File: src/rtl/rs232_tx_arbiter.sv
// -----------------------------------------------------------------------------
// rs232_tx_arbiter
//
// Shares one rs232_tx transmitter between four byte-producing requesters.
// A round-robin arbiter picks one pending requester and hands its byte to the
// transmitter over the WR_EN/DONE handshake. When the frame completes, it pulses
// the acknowledge of the requester that was granted.
//
// Ports:
//   CLK       in   1   sole clock, same clock as rs232_tx.CLK_TX
//   RST       in   1   asynchronous, active-high reset
//   REQ       in   4   request per requester, held high until its ACK
//   DATA      in  32   packed bytes, requester i uses DATA[8i+7:8i]
//   ACK       out  4   one-cycle completion pulse to the granted requester
//   GNT       out  2   index of the current or last owner
//   BUSY      out  1   high from grant until return to IDLE
//   ERR       out  1   one-cycle timeout pulse (constant 0 without the macro)
//   TX_DATA   out  8   byte to rs232_tx.DATA
//   TX_WR_EN  out  1   to rs232_tx.WR_EN
//   TX_DONE   in   1   from rs232_tx.DONE
//
// Parameter:
//   TIMEOUT   cycles allowed in SEND before the frame is abandoned (2..65535).
//             It only has an effect when the timeout option is compiled in.
//
// Optional feature (compile-time macro RS232_ARB_TIMEOUT_EN):
//   Defined   - a SEND cycle counter abandons a frame that has not seen
//               TX_DONE after TIMEOUT cycles. It pulses ERR together with ACK.
//   Undefined - SEND waits for TX_DONE indefinitely and ERR is tied to 0.
// -----------------------------------------------------------------------------
module rs232_tx_arbiter #(
   parameter int unsigned TIMEOUT = 20000
) (
   input  logic        CLK,
   input  logic        RST,
   input  logic [3:0]  REQ,
   input  logic [31:0] DATA,
   output logic [3:0]  ACK,
   output logic [1:0]  GNT,
   output logic        BUSY,
   output logic        ERR,
   output logic [7:0]  TX_DATA,
   output logic        TX_WR_EN,
   input  logic        TX_DONE
);

   typedef enum logic [1:0] {
      IDLE    = 2'd0,
      SEND    = 2'd1,
      RELEASE = 2'd2
   } state_t;

   if (TIMEOUT < 2 || TIMEOUT > 65535) begin : g_timeout_range
      $error("rs232_tx_arbiter: TIMEOUT must lie in 2..65535");
   end

   state_t      state_q, state_d;
   logic [1:0]  last_q, last_d;
   logic [1:0]  pick;
   logic [3:0]  ack_d;
   logic [1:0]  gnt_d;
   logic        busy_d;
   logic        wr_en_d;
   logic [7:0]  data_d;
   logic        timeout_hit;

   // Round robin: the first requester set when scanning last+1, last+2, ...
   // modulo 4. The scan runs backwards so the closest candidate is written
   // last and wins. Offset 4 wraps back to 'last' itself, which makes it the
   // final fallback.
   function automatic logic [1:0] rr_pick(input logic [3:0] req,
                                          input logic [1:0] last);
      logic [1:0] idx;
      rr_pick = last;
      for (int off = 4; off >= 1; off--) begin
         idx = last + 2'(off);
         if (req[idx]) rr_pick = idx;
      end
   endfunction

   assign pick = rr_pick(REQ, last_q);

`ifdef RS232_ARB_TIMEOUT_EN
   localparam logic [15:0] TIMEOUT_LAST = 16'(TIMEOUT - 1);

   logic [15:0] cnt_q;

   // SEND is only ever entered from IDLE. Holding the counter at zero in IDLE
   // therefore clears it on entry to SEND.
   always_ff @(posedge CLK or posedge RST) begin
      if (RST) begin
         cnt_q <= '0;
      end else if (state_q == IDLE) begin
         cnt_q <= '0;
      end else if (state_q == SEND) begin
         cnt_q <= cnt_q + 16'd1;
      end
   end

   assign timeout_hit = (state_q == SEND) && (cnt_q == TIMEOUT_LAST);

   // When DONE arrives in the same cycle as the timeout, DONE wins and the
   // frame is treated as a normal completion.
   always_ff @(posedge CLK or posedge RST) begin
      if (RST) begin
         ERR <= 1'b0;
      end else begin
         ERR <= timeout_hit && !TX_DONE;
      end
   end
`else
   assign timeout_hit = 1'b0;
   assign ERR         = 1'b0;
`endif

   // NOTE: every output of this block gets a default before the case
   // statement. A path that leaves a variable unassigned would infer a latch.
   always_comb begin
      state_d = state_q;
      last_d  = last_q;
      ack_d   = '0;
      gnt_d   = GNT;
      busy_d  = BUSY;
      wr_en_d = TX_WR_EN;
      data_d  = TX_DATA;

      unique case (state_q)
         IDLE: begin
            if (REQ != '0) begin
               data_d  = DATA[{pick, 3'b000} +: 8];
               gnt_d   = pick;
               wr_en_d = 1'b1;
               busy_d  = 1'b1;
               state_d = SEND;
            end
         end
         SEND: begin
            if (TX_DONE || timeout_hit) begin
               wr_en_d = 1'b0;
               ack_d   = 4'b0001 << GNT;
               last_d  = GNT;
               state_d = RELEASE;
            end
         end
         RELEASE: begin
            // Wait until DONE drops, so that a DONE level left over from the
            // previous frame cannot complete the next byte.
            if (!TX_DONE) begin
               busy_d  = 1'b0;
               state_d = IDLE;
            end
         end
         default: state_d = IDLE;
      endcase
   end

   // NOTE: sequential state uses non-blocking assignments, so every register
   // samples the values from before this clock edge.
   always_ff @(posedge CLK or posedge RST) begin
      if (RST) begin
         state_q  <= IDLE;
         last_q   <= 2'd3;
         ACK      <= '0;
         GNT      <= '0;
         BUSY     <= 1'b0;
         TX_DATA  <= '0;
         TX_WR_EN <= 1'b0;
      end else begin
         state_q  <= state_d;
         last_q   <= last_d;
         ACK      <= ack_d;
         GNT      <= gnt_d;
         BUSY     <= busy_d;
         TX_DATA  <= data_d;
         TX_WR_EN <= wr_en_d;
      end
   end

endmodule

File: config.mk
export PLATFORM = sky130hd
export DESIGN_NAME = rs232_tx_arbiter
export DESIGN_NICKNAME = d
export VERILOG_FILES = /design/src/rtl/rs232_tx_arbiter.sv
export SDC_FILE = /design/constraint.sdc
export NUM_CORES = 1
export LEC_CHECK = 0
export CORE_MARGIN = 3
export CORE_UTILIZATION = 39
export DETAILED_ROUTE_END_ITERATION = 10
export GPL_ROUTABILITY_DRIVEN = 1
export GPL_TIMING_DRIVEN = 0
export PLACE_DENSITY = 0.79
export SYNTH_ARGS = -nofsm -noshare
export SYNTH_HDL_FRONTEND = slang
export SYNTH_SLANG_ARGS = --single-unit
File: constraint.sdc
create_clock -name CLK -period 1.7 [get_ports CLK]
set_input_delay 0.17 -clock CLK [delete_from_list [all_inputs] [get_ports CLK]]
set_output_delay 0.17 -clock CLK [all_outputs]
set_load 0.03 [all_outputs]
==> results of run 1 <==
[what timing repair did]
action                                  4_1_cts  5_1_grt
pin swaps                                     1        6
gates resized for setup                       5        9
setup buffers                                 0        2
endpoints found under the setup margin        8       10
gates cloned                                  0        1
[per-layer routing]
metal	share of wire [%]	GRT usage [%]	up-vias
met1	41	22.2	502
li1	-	-	513
met5	0	0	-
met4	0.58	4.53	0
met2	54	32.6	28
met3	4.2	2.63	2
[worst max-delay path, stage by stage]
cell,delay (ns)
clkdlybuf4s50_1,0.55
nor2_1,0.12
a211oi_2,0.43
nand3_4,0.24
a221oi_1,0.36
a211oi_1,0.09
[cell type report]
type | count | area, um^2
inverter | 4 | 15.0
buffer | 4 | 40.0
clock inverter | 1 | 30.0
timing repair buffer | 57 | 583
sequential | 20 | 503
tap | 30 | 37.5
fill | 194 | 738
multi-input combinational | 81 | 598
clock buffer | 3 | 22.5
[power by group through the flow]
stage	Combinational [uW]	Sequential [uW]	Clock, uW
6_report	1910	849	405
5_1_grt	2040	879	429
4_1_cts	1720	841	403
3_5_place_dp	1660	846	0
3_3_place_gp	1630	838	0
2_1_floorplan	781	1130	0
[state kept, by name (all words and copies together) (netlist names)]
signal    count
TX_DATA       8
TX_WR_EN      1
state_q       2
last_q        2
BUSY          1
GNT           2
ACK           4
[per-stage QoR]
step / cell area [um^2] / hold WS (ns) / total power (uW)
finish: 1830 / 0.269 / 3160
global route: 1830 / 0.326 / 3340
CTS: 1750 / 0.297 / 2960
detailed placement: 1670 / 0.461 / 2510
global placement: 1670 / 0.459 / 2460
floorplan: 1090 / 0.132 / 1910
[kinds of logic (layout without fill, tap and decap cells)]
group / Yosys count / count (layout) / share of synthesized area [%]
multiplexers: 8 / 8 / 7.33
other: 1 / 1 / 0.343
buffers and inverters: 8 / 69 / 4.92
AO/OA/AOI/OAI: 28 / 28 / 20.3
flip-flops: 20 / 20 / 46.0
AND/OR/NAND/NOR: 44 / 44 / 21.1
[worst max-delay path by stage]
stage               cells after the start          to  startpoint
detailed placement                      5  TX_DATA[7]      REQ[2]
global route                            6  TX_DATA[2]   last_q[0]
CTS                                     6  TX_DATA[0]   last_q[0]
finish                                  6  TX_DATA[2]      REQ[3]
global placement                        6  TX_DATA[7]      REQ[3]
floorplan                               6  TX_DATA[2]   last_q[1]
[placed cells by master, fill, tap and decap left out, types with 2 or more instances in the layout]
master           count
and2_1               9
and3_1               2
clkbuf_4             3
inv_1                3
clkdlybuf4s50_1     53
dfstp_2              2
o21ai_0              4
nor2b_1              2
a211oi_2             2
nand2_1              8
a221oi_2             4
a211oi_1             7
a221oi_1             3
nand3_4              2
buf_4                4
nand2b_1             3
nor2_1              14
dfrtp_1             18
mux2i_1              7
==> results.yml, run 1 <==
status:
  status: "complete, but fails checks"
  violations: "setup timing"
power_and_ir_drop:
  powerDensity_nw_per_um2: 1730
  p_leak_uw: 0.000766
  swShare_pct: 43.1
  combPwrFrac_pct: 60.3
  p_switching_uw: 1360
  power_frac_seq_pct: 26.9
  power.share.clock_pct: 12.8
  irDropWorstVdd_uv: 1170
  intPower_uw: 1800
die:
  rows: 18
  chipWidth_um: 58.9
  initial_utilization_pct: 42.5
  die_h_um: 58.9
  dieArea_um2: 3470
  pin_count: 56
  coreArea_um2: 2570
clock_network:
  tritoncts: "done"
  numCtsBuffers: 3
  cts_buffer_depth: 2
  clk_pin_slew_worst_paths_ns: 0.13
  clock_latency_ns: 0.32
  hold_buffers: 0
  cts.sinks: 20
  htreeDepth: 1
  clockRootBuffer: "clkbuf_4"
yosys:
  async_reset_ff_share_pct: 100
  synth.top_cells.by_area: "dfrtp_1 (41%), mux2i_1 (7.3%), a211oi_1 (5.5%), and2_1 (5.2%), dfstp_2 (4.8%)"
  synth_top_area_share_pct: 41.2
  syn_nets: 148
  yosysMostFrequentCell: "dfrtp_1"
  ys_warn_count: 0
  synth-seq-area-share_pct: 46.0
  synth_area_per_cell_um2: 10.0
  synth.largest_area_cell: "dfrtp_1"
  dominantRegCellSynth: "dfrtp_1"
  ys_types: 31
  synth-edff-count: 0
  ys_ff_latch: 20
  synth_cells: 109
  synth_commonest_cells: "dfrtp_1 (18), nor2_1 (14), and2_1 (9)"
  synth_area_um2: 1090
cells_and_area:
  utilization_pct: 71.2
  nets: 210
  antenna_cells: 0
  drive_gt1_share_pct: 16.5
  area_delta_synth_final_pct: 67.5
  stdcell_count: 200
placement:
  place_congestion: 0.839
  dp_cells: 193
  dp_hpwl_um: 2280
  dp_slack_ns: -0.326
  io_buffers: 54
timing:
  tightest_slew_ns: 0.769
  skew_ns: 0.0111
  finalSetupTns_ns: -0.192
  hold_viol: 0
  setup_viol_count_final: 7
  grt_setup_unrepaired: "yes"
  max_freq_ghz: 0.565
  fin_crit_ns: 1.77
  relSlewSlack_pct: 48.6
  fin_crit_sh_pct: 104
  layout_setup_ws_ns: -0.0706
  maxSlewViolCount: 0
setup_path:
  critPathArrivalTime_ns: 1.96
  endpoint_kind: "flop"
  ff2ff_path_depth: 5
  worstReg2RegStart: "last_q[0]"
  critPathLaunchType: "primary input"
  cp_max_fo: 9
  r2r_slack_ns: -0.06
  crit_required_ns: 1.89
  reg2reg_to: "TX_DATA[2]"
  crit_type: "in2reg"
detailed_routing:
  via_count: 1045
  drcViolationCount: 0
  ant_nets: 0
  wire_per_inst_um: 16.4
  vias_per_cell: 5.23
  drt_iter0_drc: 35
  first_pass_iters: 4
  finalWirelength_um: 3280
worst_hold_path:
  hold_path.class: "in2async"
global_route:
  grt_usage_pct: 18.0
  grt_pass1_vias: 1030
  grt_pass1_wl_um: 4800
  overflow: 0
  grt_max_degree: 21
  antenna_found_initial: 0
run:
  drv_cap: 0
Note: power is estimated with default switching activity, not from simulation.
==> run 2, diff against run 1 <==
Settings changed: CORE_UTILIZATION 39 to 60, DONT_BUFFER_PORTS set to 1, PLACE_DENSITY 0.79 to 0.76.
==> run 2 against run 1 <==
  * First-iteration DRC count decreased by 43%
  * Final area down 30%
  * Clock skew fell by 0.00089 ns
  * Combinational power down 41%
  * Sequential share of layout area increased by 12 points
  * Flip-flop and latch count is the same
  * Utilization rose by 8.3 points
  * The flow now finishes without violations
==> results.yml, run 2 (synthesized netlist as in run 1, its figures left out) <==
timing:
  hold_ws_ns: 0.00741
  setup_viol_count_final: 0
  tightest_slew_ns: 0.730
  relSlewSlack_pct: 51.3
  fin_crit_sh_pct: 97.4
  grt_setup_unrepaired: "yes"
  skew_ns: 0.0103
  fin_crit_ns: 1.66
  max_freq_ghz: 0.604
  hold_viol: 0
  maxSlewViolCount: 0
  layout_setup_ws_ns: 0.0445
global_route:
  grt_usage_pct: 20.1
  grt_pass1_wl_um: 3770
  met2_usage_pct: 32.8
  grt_pass1_vias: 805
  gr-max-usage-layer: "met2"
  overflow: 0
  use_met3_pct: 5.21
  grt_use_met1_pct: 25.7
  antenna_found_initial: 0
  grt_max_degree: 21
status:
  status: "finished clean"
setup_path:
  worstReg2RegStart: "last_q[0]"
  ff2ff_path_depth: 6
  crit_end: "TX_DATA[4]"
  crit_required_ns: 1.88
  critPathLaunchType: "flop"
  crit_type: "reg2reg"
  startpoint: "last_q[0]"
  reg2reg_to: "TX_DATA[4]"
  endpoint_kind: "flop"
  r2r_slack_ns: 0.04
  critPathArrivalTime_ns: 1.83
  cp_max_fo: 6
power_and_ir_drop:
  powerDensity_nw_per_um2: 2100
  p_leak_uw: 0.000549
  irDropWorstVdd_uv: 1310
cells_and_area:
  largest_registers: "TX_DATA x8, ACK x4"
  finalInstanceArea_um2: 1280
  drive_gt1_share_pct: 22.4
  regMostFlops: "TX_DATA"
  layout_commonest_cell: "dfrtp_1"
  nets: 156
  largest_register_ffs: 8
  area_delta_synth_final_pct: 17.4
  antenna_cells: 0
  final_cell_mix: "dfrtp_1 (18), nor2_1 (14), and2_1 (9)"
detailed_routing:
  first_pass_iters: 4
  drcViolationCount: 0
  finalWirelength_um: 2430
  drt_iter0_drc: 20
  ant_nets: 0
  via_count: 882
  vias_per_cell: 6.30
  wire_per_inst_um: 17.4
die:
  die_h_um: 48.7
  rows: 14
  coreArea_um2: 1610
  chipWidth_um: 48.7
  pin_count: 56
  initial_utilization_pct: 67.8
  dieArea_um2: 2370
clock_network:
  clockRootBuffer: "clkbuf_4"
  numCtsBuffers: 3
  clk_pin_slew_worst_paths_ns: 0.13
  tritoncts: "done"
  cts.sinks: 20
  clock_latency_ns: 0.31
  cts_buffer_depth: 2
  htreeDepth: 1
placement:
  io_buffers: 0
  dpl_cell_area_um2: 1120
  dp_hpwl_um: 1730
  place_congestion: 0.780
  dp_slack_ns: 0.00712
worst_hold_path:
  hold_path.class: "in2reg"
run:
  drv_cap: 0
==> run 2: cell count changes in the layout (fill, tap and decap cells not counted), sizes merged <==
cell	before	now
clkdlybuf4s50	53	0
dlygate4sd3	0	2
clkbuf	5	4
dlymetal6s2s	1	0
buf	5	4
==> run 2: per-stage QoR <==
| stage | total power, uW | instances | util [%] | TNS, ns |
|---|---|---|---|---|
| 2_1_floorplan | 1910 | 109 | - | 0 |
| 3_5_place_dp | 2100 | 133 | 69.6 | 0 |
| 5_1_grt | 2860 | 140 | 79.6 | -0.0711 |
| 3_3_place_gp | 2070 | 133 | 69.6 | 0 |
| 6_report | 2690 | 140 | 79.6 | 0 |
| 4_1_cts | 2540 | 139 | 75.5 | -0.00761 |
==> run 2: worst min-delay path by stage <==
stage / endpoint / cells past startpoint / slack (ns) / startpoint
3_5_place_dp: ACK[1] / 1 / 0.23 / RST
5_1_grt: BUSY / 2 / 0.02 / TX_DONE
3_3_place_gp: ACK[3] / 1 / 0.22 / RST
2_1_floorplan: ACK[0] / 1 / 0.13 / RST
6_report: BUSY / 2 / 0.007 / TX_DONE
4_1_cts: BUSY / 2 / 0.006 / TX_DONE
==> run 2: area by class of cell <==
cell class	count	area (um^2)
timing repair buffer	3	40.0
sequential	20	503
tap	24	30.0
clock inverter	1	30.0
fill	120	329
clock buffer	3	22.5
multi-input combinational	81	602
buffer	4	40.0
inverter	4	15.0
==> run 2: what timing repair did <==
item / in CTS / in global routing
resized for setup: 4 / 9
hold buffers: 2 / 0
pin swaps: 0 / 1
hold endpoints to repair: 20 / 0
setup endpoints to repair: 4 / 8
buffers inserted: 0 / 1
==> run 2: per-layer routing <==
metal	routed length [um]	share of wire (%)	up-vias
met4	46	1.9	0
met1	968	40	414
met5	0	0	-
met3	229	9.4	6
met2	1180	49	54
li1	-	-	408
==> run 2: power by group <==
group / total, uW / internal, uW / switching (uW)
Sequential: 1160 / 694 / 471
Combinational: 1130 / 501 / 627
Clock: 397 / 238 / 158
==> run 2: critical path: stages (launching register included) <==
cell,delay (ns)
dfstp_2,0.58
nand2b_4,0.13
a21o_1,0.16
nand3_4,0.11
buf_12,0.17
a221oi_1,0.28
a211oi_1,0.08
